## src/rtl/arb_defs.sv

```systemverilog
`default_nettype none
// ============================================================================
// Module      : arb_defs (package)
// Description : Shared definitions for the memory arbiters: arbitration FSM
//               state encoding and the read-data value returned on errors.
// Revision    : 1.0 - initial release
// ============================================================================
package arb_defs;

    // Arbitration FSM state encoding
    localparam logic [1:0] c_IDLE = 2'd0;
    localparam logic [1:0] c_SREQ = 2'd1;
    localparam logic [1:0] c_WAIT = 2'd2;
    localparam logic [1:0] c_RESP = 2'd3;

    // Read data returned with a timeout error (and on write completions)
    localparam int unsigned c_ERR_RDATA = 0;

endpackage
`default_nettype wire

```

## src/rtl/rr_pick2.sv

```systemverilog
`default_nettype none
// ============================================================================
// Module      : rr_pick2
// Description : Two-way combinational round-robin pick. A lone requester
//               wins; on a conflict the requester that was not served last
//               wins.
// Ports       : req[1:0] - request vector
//               last     - index of the requester served last
//               valid    - at least one request present
//               sel      - index of the winning requester
// Revision    : 1.0 - initial release
// ============================================================================
module rr_pick2 (
    input  logic [1:0] req,
    input  logic       last,
    output logic       valid,
    output logic       sel
);

    assign valid = |req;
    // Conflict: alternate away from last; otherwise follow the lone request.
    assign sel   = (&req) ? ~last : req[1];

endmodule
`default_nettype wire

```

## src/rtl/mem_arbiter.sv

```systemverilog
`default_nettype none
// ============================================================================
// Module      : mem_arbiter
// Description : Two-master / one-slave memory arbiter. Serialises requests
//               with one outstanding transaction, round-robin on conflict,
//               and a watchdog that turns a hung slave into an error
//               response.
// Ports       : clk, rst_n            - clock, asynchronous active-low reset
//               m0_*/m1_*             - master request / grant / response
//               s_*                   - registered slave request, slave
//                                       accept and completion
// Revision    : 1.0 - initial release
// ============================================================================
module mem_arbiter
    import arb_defs::*;
#(
    parameter int ADDR_W  = 32,
    parameter int DATA_W  = 32,
    parameter int TIMEOUT = 16
) (
    input  logic                clk,
    input  logic                rst_n,

    input  logic                m0_req,
    input  logic                m0_we,
    input  logic [ADDR_W-1:0]   m0_addr,
    input  logic [DATA_W-1:0]   m0_wdata,
    input  logic [DATA_W/8-1:0] m0_wstrb,
    output logic                m0_gnt,
    output logic                m0_rvalid,
    output logic [DATA_W-1:0]   m0_rdata,
    output logic                m0_err,

    input  logic                m1_req,
    input  logic                m1_we,
    input  logic [ADDR_W-1:0]   m1_addr,
    input  logic [DATA_W-1:0]   m1_wdata,
    input  logic [DATA_W/8-1:0] m1_wstrb,
    output logic                m1_gnt,
    output logic                m1_rvalid,
    output logic [DATA_W-1:0]   m1_rdata,
    output logic                m1_err,

    output logic                s_req,
    output logic                s_we,
    output logic [ADDR_W-1:0]   s_addr,
    output logic [DATA_W-1:0]   s_wdata,
    output logic [DATA_W/8-1:0] s_wstrb,
    input  logic                s_gnt,
    input  logic                s_rvalid,
    input  logic [DATA_W-1:0]   s_rdata
);

    localparam logic [7:0] c_WD_LIMIT = 8'(TIMEOUT - 1);

    logic [1:0]          r_state;
    logic                r_owner;
    logic                r_last;
    logic [7:0]          r_wd;
    logic                r_s_req;
    logic                r_s_we;
    logic [ADDR_W-1:0]   r_s_addr;
    logic [DATA_W-1:0]   r_s_wdata;
    logic [DATA_W/8-1:0] r_s_wstrb;
    logic                r_m0_rvalid;
    logic [DATA_W-1:0]   r_m0_rdata;
    logic                r_m0_err;
    logic                r_m1_rvalid;
    logic [DATA_W-1:0]   r_m1_rdata;
    logic                r_m1_err;

    logic                w_valid;
    logic                w_sel;
    logic                w_grant;
    logic                w_timeout;
    logic                w_to_resp;
    logic                w_resp_err;
    logic [DATA_W-1:0]   w_resp_data;

    rr_pick2 u_pick (
        .req   ({m1_req, m0_req}),
        .last  (r_last),
        .valid (w_valid),
        .sel   (w_sel)
    );

    assign w_grant = (r_state == c_IDLE) && w_valid;
    assign m0_gnt  = w_grant && !w_sel;
    assign m1_gnt  = w_grant &&  w_sel;

    // ">=" rather than "==": an accept in the timeout cycle moves to WAIT
    // with the counter already past the limit, so WAIT must expire at once.
    assign w_timeout = (r_wd >= c_WD_LIMIT);

    // Response selection; a completion in the timeout cycle beats the error.
    always_comb begin
        w_to_resp   = 1'b0;
        w_resp_err  = 1'b0;
        w_resp_data = DATA_W'(c_ERR_RDATA);
        case (r_state)
            c_SREQ: begin
                if (!s_gnt && w_timeout) begin
                    w_to_resp  = 1'b1;
                    w_resp_err = 1'b1;
                end
            end
            c_WAIT: begin
                if (s_rvalid) begin
                    w_to_resp = 1'b1;
                    if (!r_s_we) begin
                        w_resp_data = s_rdata;
                    end
                end else if (w_timeout) begin
                    w_to_resp  = 1'b1;
                    w_resp_err = 1'b1;
                end
            end
            default: ;
        endcase
    end

    always_ff @(posedge clk or negedge rst_n) begin
        if (!rst_n) begin
            r_state     <= c_IDLE;
            r_owner     <= 1'b0;
            r_last      <= 1'b1;
            r_wd        <= 8'd0;
            r_s_req     <= 1'b0;
            r_s_we      <= 1'b0;
            r_s_addr    <= '0;
            r_s_wdata   <= '0;
            r_s_wstrb   <= '0;
            r_m0_rvalid <= 1'b0;
            r_m0_rdata  <= '0;
            r_m0_err    <= 1'b0;
            r_m1_rvalid <= 1'b0;
            r_m1_rdata  <= '0;
            r_m1_err    <= 1'b0;
        end else begin
            // Response outputs are single-cycle pulses, zero otherwise.
            r_m0_rvalid <= 1'b0;
            r_m0_rdata  <= '0;
            r_m0_err    <= 1'b0;
            r_m1_rvalid <= 1'b0;
            r_m1_rdata  <= '0;
            r_m1_err    <= 1'b0;

            case (r_state)
                c_IDLE: begin
                    if (w_grant) begin
                        r_s_req   <= 1'b1;
                        r_s_we    <= w_sel ? m1_we    : m0_we;
                        r_s_addr  <= w_sel ? m1_addr  : m0_addr;
                        r_s_wdata <= w_sel ? m1_wdata : m0_wdata;
                        r_s_wstrb <= w_sel ? m1_wstrb : m0_wstrb;
                        r_owner   <= w_sel;
                        r_last    <= w_sel;
                        r_wd      <= 8'd0;
                        r_state   <= c_SREQ;
                    end
                end
                c_SREQ: begin
                    r_wd <= r_wd + 8'd1;
                    if (s_gnt) begin
                        r_s_req <= 1'b0;
                        r_state <= c_WAIT;
                    end else if (w_to_resp) begin
                        r_s_req <= 1'b0;
                        r_state <= c_RESP;
                    end
                end
                c_WAIT: begin
                    r_wd <= r_wd + 8'd1;
                    if (w_to_resp) begin
                        r_state <= c_RESP;
                    end
                end
                default: begin
                    r_state <= c_IDLE;
                end
            endcase

            if (w_to_resp) begin
                if (r_owner) begin
                    r_m1_rvalid <= 1'b1;
                    r_m1_rdata  <= w_resp_data;
                    r_m1_err    <= w_resp_err;
                end else begin
                    r_m0_rvalid <= 1'b1;
                    r_m0_rdata  <= w_resp_data;
                    r_m0_err    <= w_resp_err;
                end
            end
        end
    end

    assign s_req     = r_s_req;
    assign s_we      = r_s_we;
    assign s_addr    = r_s_addr;
    assign s_wdata   = r_s_wdata;
    assign s_wstrb   = r_s_wstrb;
    assign m0_rvalid = r_m0_rvalid;
    assign m0_rdata  = r_m0_rdata;
    assign m0_err    = r_m0_err;
    assign m1_rvalid = r_m1_rvalid;
    assign m1_rdata  = r_m1_rdata;
    assign m1_err    = r_m1_err;

endmodule
`default_nettype wire

```

## config.mk

```make
export PLATFORM = sky130hd
export DESIGN_NAME = mem_arbiter
export DESIGN_NICKNAME = d
export VERILOG_FILES = /design/src/rtl/arb_defs.sv /design/src/rtl/rr_pick2.sv /design/src/rtl/mem_arbiter.sv
export SDC_FILE = /design/constraint.sdc
export NUM_CORES = 1
export LEC_CHECK = 0
export ABC_AREA = 1
export CORE_MARGIN = 3
export CORE_UTILIZATION = 41
export CTS_BUF_LIST = sky130_fd_sc_hd__clkbuf_4
export DETAILED_ROUTE_END_ITERATION = 8
export GPL_TIMING_DRIVEN = 0
export PLACE_DENSITY = 0.92
export SYNTH_ARGS = -nofsm -noshare
export SYNTH_HDL_FRONTEND = slang
export SYNTH_SLANG_ARGS = --single-unit
```

## constraint.sdc

```tcl
create_clock -name clk -period 1.9 [get_ports clk]
set_clock_uncertainty 0.2 [all_clocks]
set_input_delay 0.19 -clock clk [delete_from_list [all_inputs] [get_ports clk]]
set_output_delay 0.19 -clock clk [all_outputs]
set_load 0.02 [all_outputs]
```

Word-level counts from Yosys, hierarchy flattened --
Index checks and enable logic that the tools add are counted.
Storage, ports and cells: register bits after elaboration 150, output and inout bits 140, word-level logic and storage cells 73
Cells by class: add/subtract/negate cells 1, magnitude comparators 1, eq/ne operators 4, multiplexer cells 36, bitwise logic cells 1, reductions and logical operators 15
Operators by type and width (count):
- $mux 32 | 9
- $mux 1 | 17
- $pmux 8 s2 | 1
- $add 8x1->8 const B | 1
- $ge 8x4->1 const B | 1
- $mux 8 | 1
- $mux 2 | 3
- $pmux 1 s2 | 3
- $pmux 2 s3 | 1
- $reduce_and 2->1 | 3
- $logic_and 1x1->1 | 4
- $mux 4 | 1
- $reduce_bool 2->1 | 2
- $reduce_or 2->1 | 2
- $ne 3x3->1 const B | 1
- $reduce_and 3->1 | 1
- $eq 2x1->1 const B | 1
- $eq 2x2->1 const B | 1
- $logic_not 1->1 | 2
- $logic_not 2->1 | 1
- $ne 2x2->1 const B | 1
- $not 1->1 | 1

Depth between registers and ports, before layout --
depth after elaboration 7, depth in mapped cells 10, mapped depth without buffers 10

Hierarchy --
A second synthesis with hierarchy kept.
Second synthesis, totals: cells, all modules 658, area, all modules 5979.5 um^2
Modules (own cells, without submodules):
- mem_arbiter | times used 1, cells each 655, area an instance 5964.5 um^2
- rr_pick2 | times used 1, cells each 3, area an instance 15.0 um^2

Worst setup path before layout --
No wires, ideal clock.
kind reg2reg, start point register r_state[0], end point register r_s_addr[18] (netlist: s_addr[18]), setup time 0.069 ns, arrival time 1.472 ns, required time 1.631 ns, slack 0.159 ns, cell stages (with the launch flop) 8, period minus slack after synthesis 1.741 ns, cells stage by stage dfrtp_1 inv_1 ha_1 nand3_1 inv_2 clkbuf_1 nand2_1 nand3_1
On the way: word-level cells in the longest chain between the ends 3
RTL lines:
- start, declared | line mem_arbiter.sv:56 | logic [1:0] r_state;
- start signal, assigned | line mem_arbiter.sv:124 | r_state <= c_IDLE;
- start signal, assigned | line mem_arbiter.sv:159 | r_state <= c_SREQ;
- start signal, assigned | line mem_arbiter.sv:166 | r_state <= c_WAIT;
- $logic_not 2->1 (*) | line mem_arbiter.sv:87, mem_arbiter.sv:148
- $logic_and 1x1->1 | line mem_arbiter.sv:87 | assign w_grant = (r_state == c_IDLE) && w_valid;
- $reduce_and 2->1 (no line) (*)
- end signal, assigned | line mem_arbiter.sv:153 | r_s_addr <= w_sel ? m1_addr : m0_addr;
- end, declared | line mem_arbiter.sv:62 | logic [ADDR_W-1:0] r_s_addr;
Every way passes the cells marked *; elsewhere a longest branch is shown, timed or not. A chain may end at the register's enable or synchronous reset.

Worst setup path in the final report --
start point register r_state[0], end point output m0_gnt
On the way: word-level cells in the longest chain between the ends 3
RTL lines:
- $logic_not 2->1 | line mem_arbiter.sv:87
- $logic_and 1x1->1 | line mem_arbiter.sv:87
- $logic_and 1x1->1 | line mem_arbiter.sv:88 | assign m0_gnt = w_grant && !w_sel;
- end, declared | line mem_arbiter.sv:29 | output logic m0_gnt,
Every way passes these cells.

==> results.ini <==
[critical_path]
r2r-end = m1_rdata[4]$_DFF_PN0_
r2r_cells = 11
start_kind = register
worst-setup-path-type = register to output port
crit_fanout = 3
cp.arrival_ps = 1780
r2r_start = r_state[1]$_DFFE_PN0P_
cp-end-kind = output port
critPathRequiredTime_ps = 1510
rrSetupSlack_ps = -200

[detailed_routing]
drc = 0
routedWlPerCell_um = 22.60
vias = 7556
dr.pass1.iters = 5
drtIter0Drc = 768
via_per_inst = 5.452
ant_nets = 0
wl_um = 31330

[logic_synthesis]
syn_area_um2 = 6005
yosys.area.top_type_share_pct = 62.10
syn-instance-count = 659
yosysUniqueCellTypes = 25
yosys_warnings = 0
ys_top_cells_by_area = dfrtp_1, nand2_1, nand3_1
seq_area_frac_synth_pct = 62.53
syn-num-nets = 841
avgSynthCellArea_um2 = 9.112
ys_seq_elements = 150
synth_top_area_cell = dfrtp_1

[cts]
cts_sinks = 150
cts_htree_levels = 4
clockBufferDepth = 2
cts_tree = done
cts_buffers = 17
cts_root_buf = clkbuf_4
clock_latency_ps = 550
cts.reportedPaths.clkPinSlew_ps = 160

[timing]
slew_headroom_pct = 52.62
worstMarginPinSlew_ps = 710.6
setup-tns-final_ps = -7970
fin_crit_sh_pct = 114.0
rsz0062_at_grt = true
fmax_mhz = 461.6
hold_violations = 0
finalSetupViolCount = 70
slew_viol_final = 0
layout_setup_ws_ps = -266.6
min_period_ps = 2167

[pwr]
switchingPower_mw = 6.119
total_power_mw = 13.39
seq_power_share_pct = 34.9
power_density_nw_per_um2 = 1102
sw_frac_of_total_pct = 45.68
p_int_mw = 7.275
p_leak_nw = 5.831
irDropWorstVdd_mv = 0.6845
clkPwrFrac_pct = 13.5
comb_power_share_pct = 51.6

[cells_and_area]
nFillCells = 601
fin_cells = 1386
final_cell_mix = nand2_1, clkdlybuf4s50_1, dlygate4sd3_1
design_area_um2 = 12150
final_util_pct = 86.22
final_common_cell = nand2_1
drive_above_1_share_pct = 15.77
syn2layout_area_growth_pct = 102.4
final_nets = 1374

[grt]
grt_pass1_wl_um = 42480
grt.total_usage_pct = 33.94
antenna_found_initial = 1
grt.overflow.total = 0
grt_max_degree = 78
grt_pass1_vias = 7871

[outcome]
status = finished with violations
violations = negative setup slack

[placement]
place_hpwl_um = 15220
postPlaceCellArea_um2 = 9412
gp_congestion = 0.8679
dp.cells = 1155
io_buffer_count = 315

[floorplanning]
core_area_um2 = 14100
die_area_um2 = 16130
die_h_um = 127.0
io_pins = 316
die_width_um = 127.0
rows = 43
initial_core_util_pct = 42.60

[hold_path]
hold_path.class = input port to async pin

[job]
cap_violations = 0

synth_stat cells:
master,count
nor3b_1,1
inv_2,6
ha_1,6
nor2_1,73
o21bai_1,2
a21oi_2,1
nand2_4,3
nand2_1,264
nand3b_1,1
nand2_2,1
o21a_1,1
xor2_1,1
nand4_1,1
buf_2,3
o21ai_0,6
dfstp_2,1
mux2i_1,1
buf_6,13
clkbuf_1,16
inv_1,19
a21o_1,1
nand3_1,78
nor3_1,6
a21oi_1,5
dfrtp_1,149
kinds of logic after synthesis:
family          Yosys count  share of synthesized area, %
compound gates           16                         1.563
xor+xnor                  1                        0.1459
fa+ha+maj                 6                         1.250
buf+inv                  57                         5.251
flops                   150                         62.53
mux                       1                        0.1667
simple gates            428                         29.09
flip-flops by register name, summed over array words and instances, names as in the netlist:
| signal | flops |
|---|---|
| r_state | 2 |
| m1_err | 1 |
| m1_rvalid | 1 |
| r_owner | 1 |
| r_last | 1 |
| s_addr | 32 |
| s_wdata | 32 |
| m0_rvalid | 1 |
| s_we | 1 |
| s_req | 1 |
| r_wd | 8 |
| s_wstrb | 4 |
| m0_rdata | 32 |
| m0_err | 1 |
| m1_rdata | 32 |
metrics by stage:
stage | hold WS, ps | setup slack, ps
2_1_floorplan | -305.6 | 159.4
3_3_place_gp | 251.4 | -5401
3_5_place_dp | 71.62 | -707.0
4_1_cts | 1.358 | -306.2
5_1_grt | 34.53 | -330.4
6_report | 17.74 | -266.6
routing by layer:
layer	vias up	wire, um	track usage [%]	share of wire (%)
met3	171	2709	8.946	8.6
li1	3126	-	-	-
met1	3684	10750	36.89	34
met2	575	15720	58.90	50
met4	0	2150	21.26	6.9
met5	-	0	0	0
power groups by stage:
stage               logic (mW)  registers (mW)  clock network [mW]
finish                    6.92            4.67                1.81
global route              7.24            4.73                1.96
CTS                       5.80            4.47                1.78
detailed placement        5.77            4.56                   0
global placement          5.61            4.53                   0
floorplan                 2.03            5.45                   0
worst max path at each step:
stage	start	to	slack (ps)	cells past startpoint
finish	r_state[0]$_DFFE_PN0P_	m0_gnt	-270	8
global route	r_state[0]$_DFFE_PN0P_	m0_gnt	-330	8
CTS	r_state[1]$_DFFE_PN0P_	m0_gnt	-310	8
detailed placement	r_state[1]$_DFFE_PN0P_	m1_gnt	-710	6
global placement	rst_n	s_addr[1]$_DFFE_PN0P_	-5400	1
floorplan	r_state[0]$_DFFE_PN0P_	s_addr[18]$_DFFE_PN0P_	160	7
critical path, cell delays in order (launching register included):
cell	delay [ps]
dfrtp_1	430
inv_2	120
ha_4	150
inv_2	40
a21oi_4	120
nand2_2	90
inv_4	70
buf_8	100
buf_6	110
final cells by class:
cell class,instances,area [um^2],area share [%]
sequential,150,3756,30.90
multi-input combinational,454,2506,20.62
tap,180,225.2,1.853
antenna,1,2.502,0.02059
buffer,32,316.6,2.604
clock inverter,15,106.4,0.8750
clock buffer,17,127.6,1.050
inverter,25,101.3,0.8338
timing repair buffer,512,5012,41.24
timing repair:
action	CTS	global route
setup buffers	8	17
hold buffers	164	1
endpoints found under the setup margin	276	126
cloned	0	8
hold endpoints to repair	276	1
pin swaps	3	10
gates resized for setup	182	167
Power figures use the tool's default switching activity.
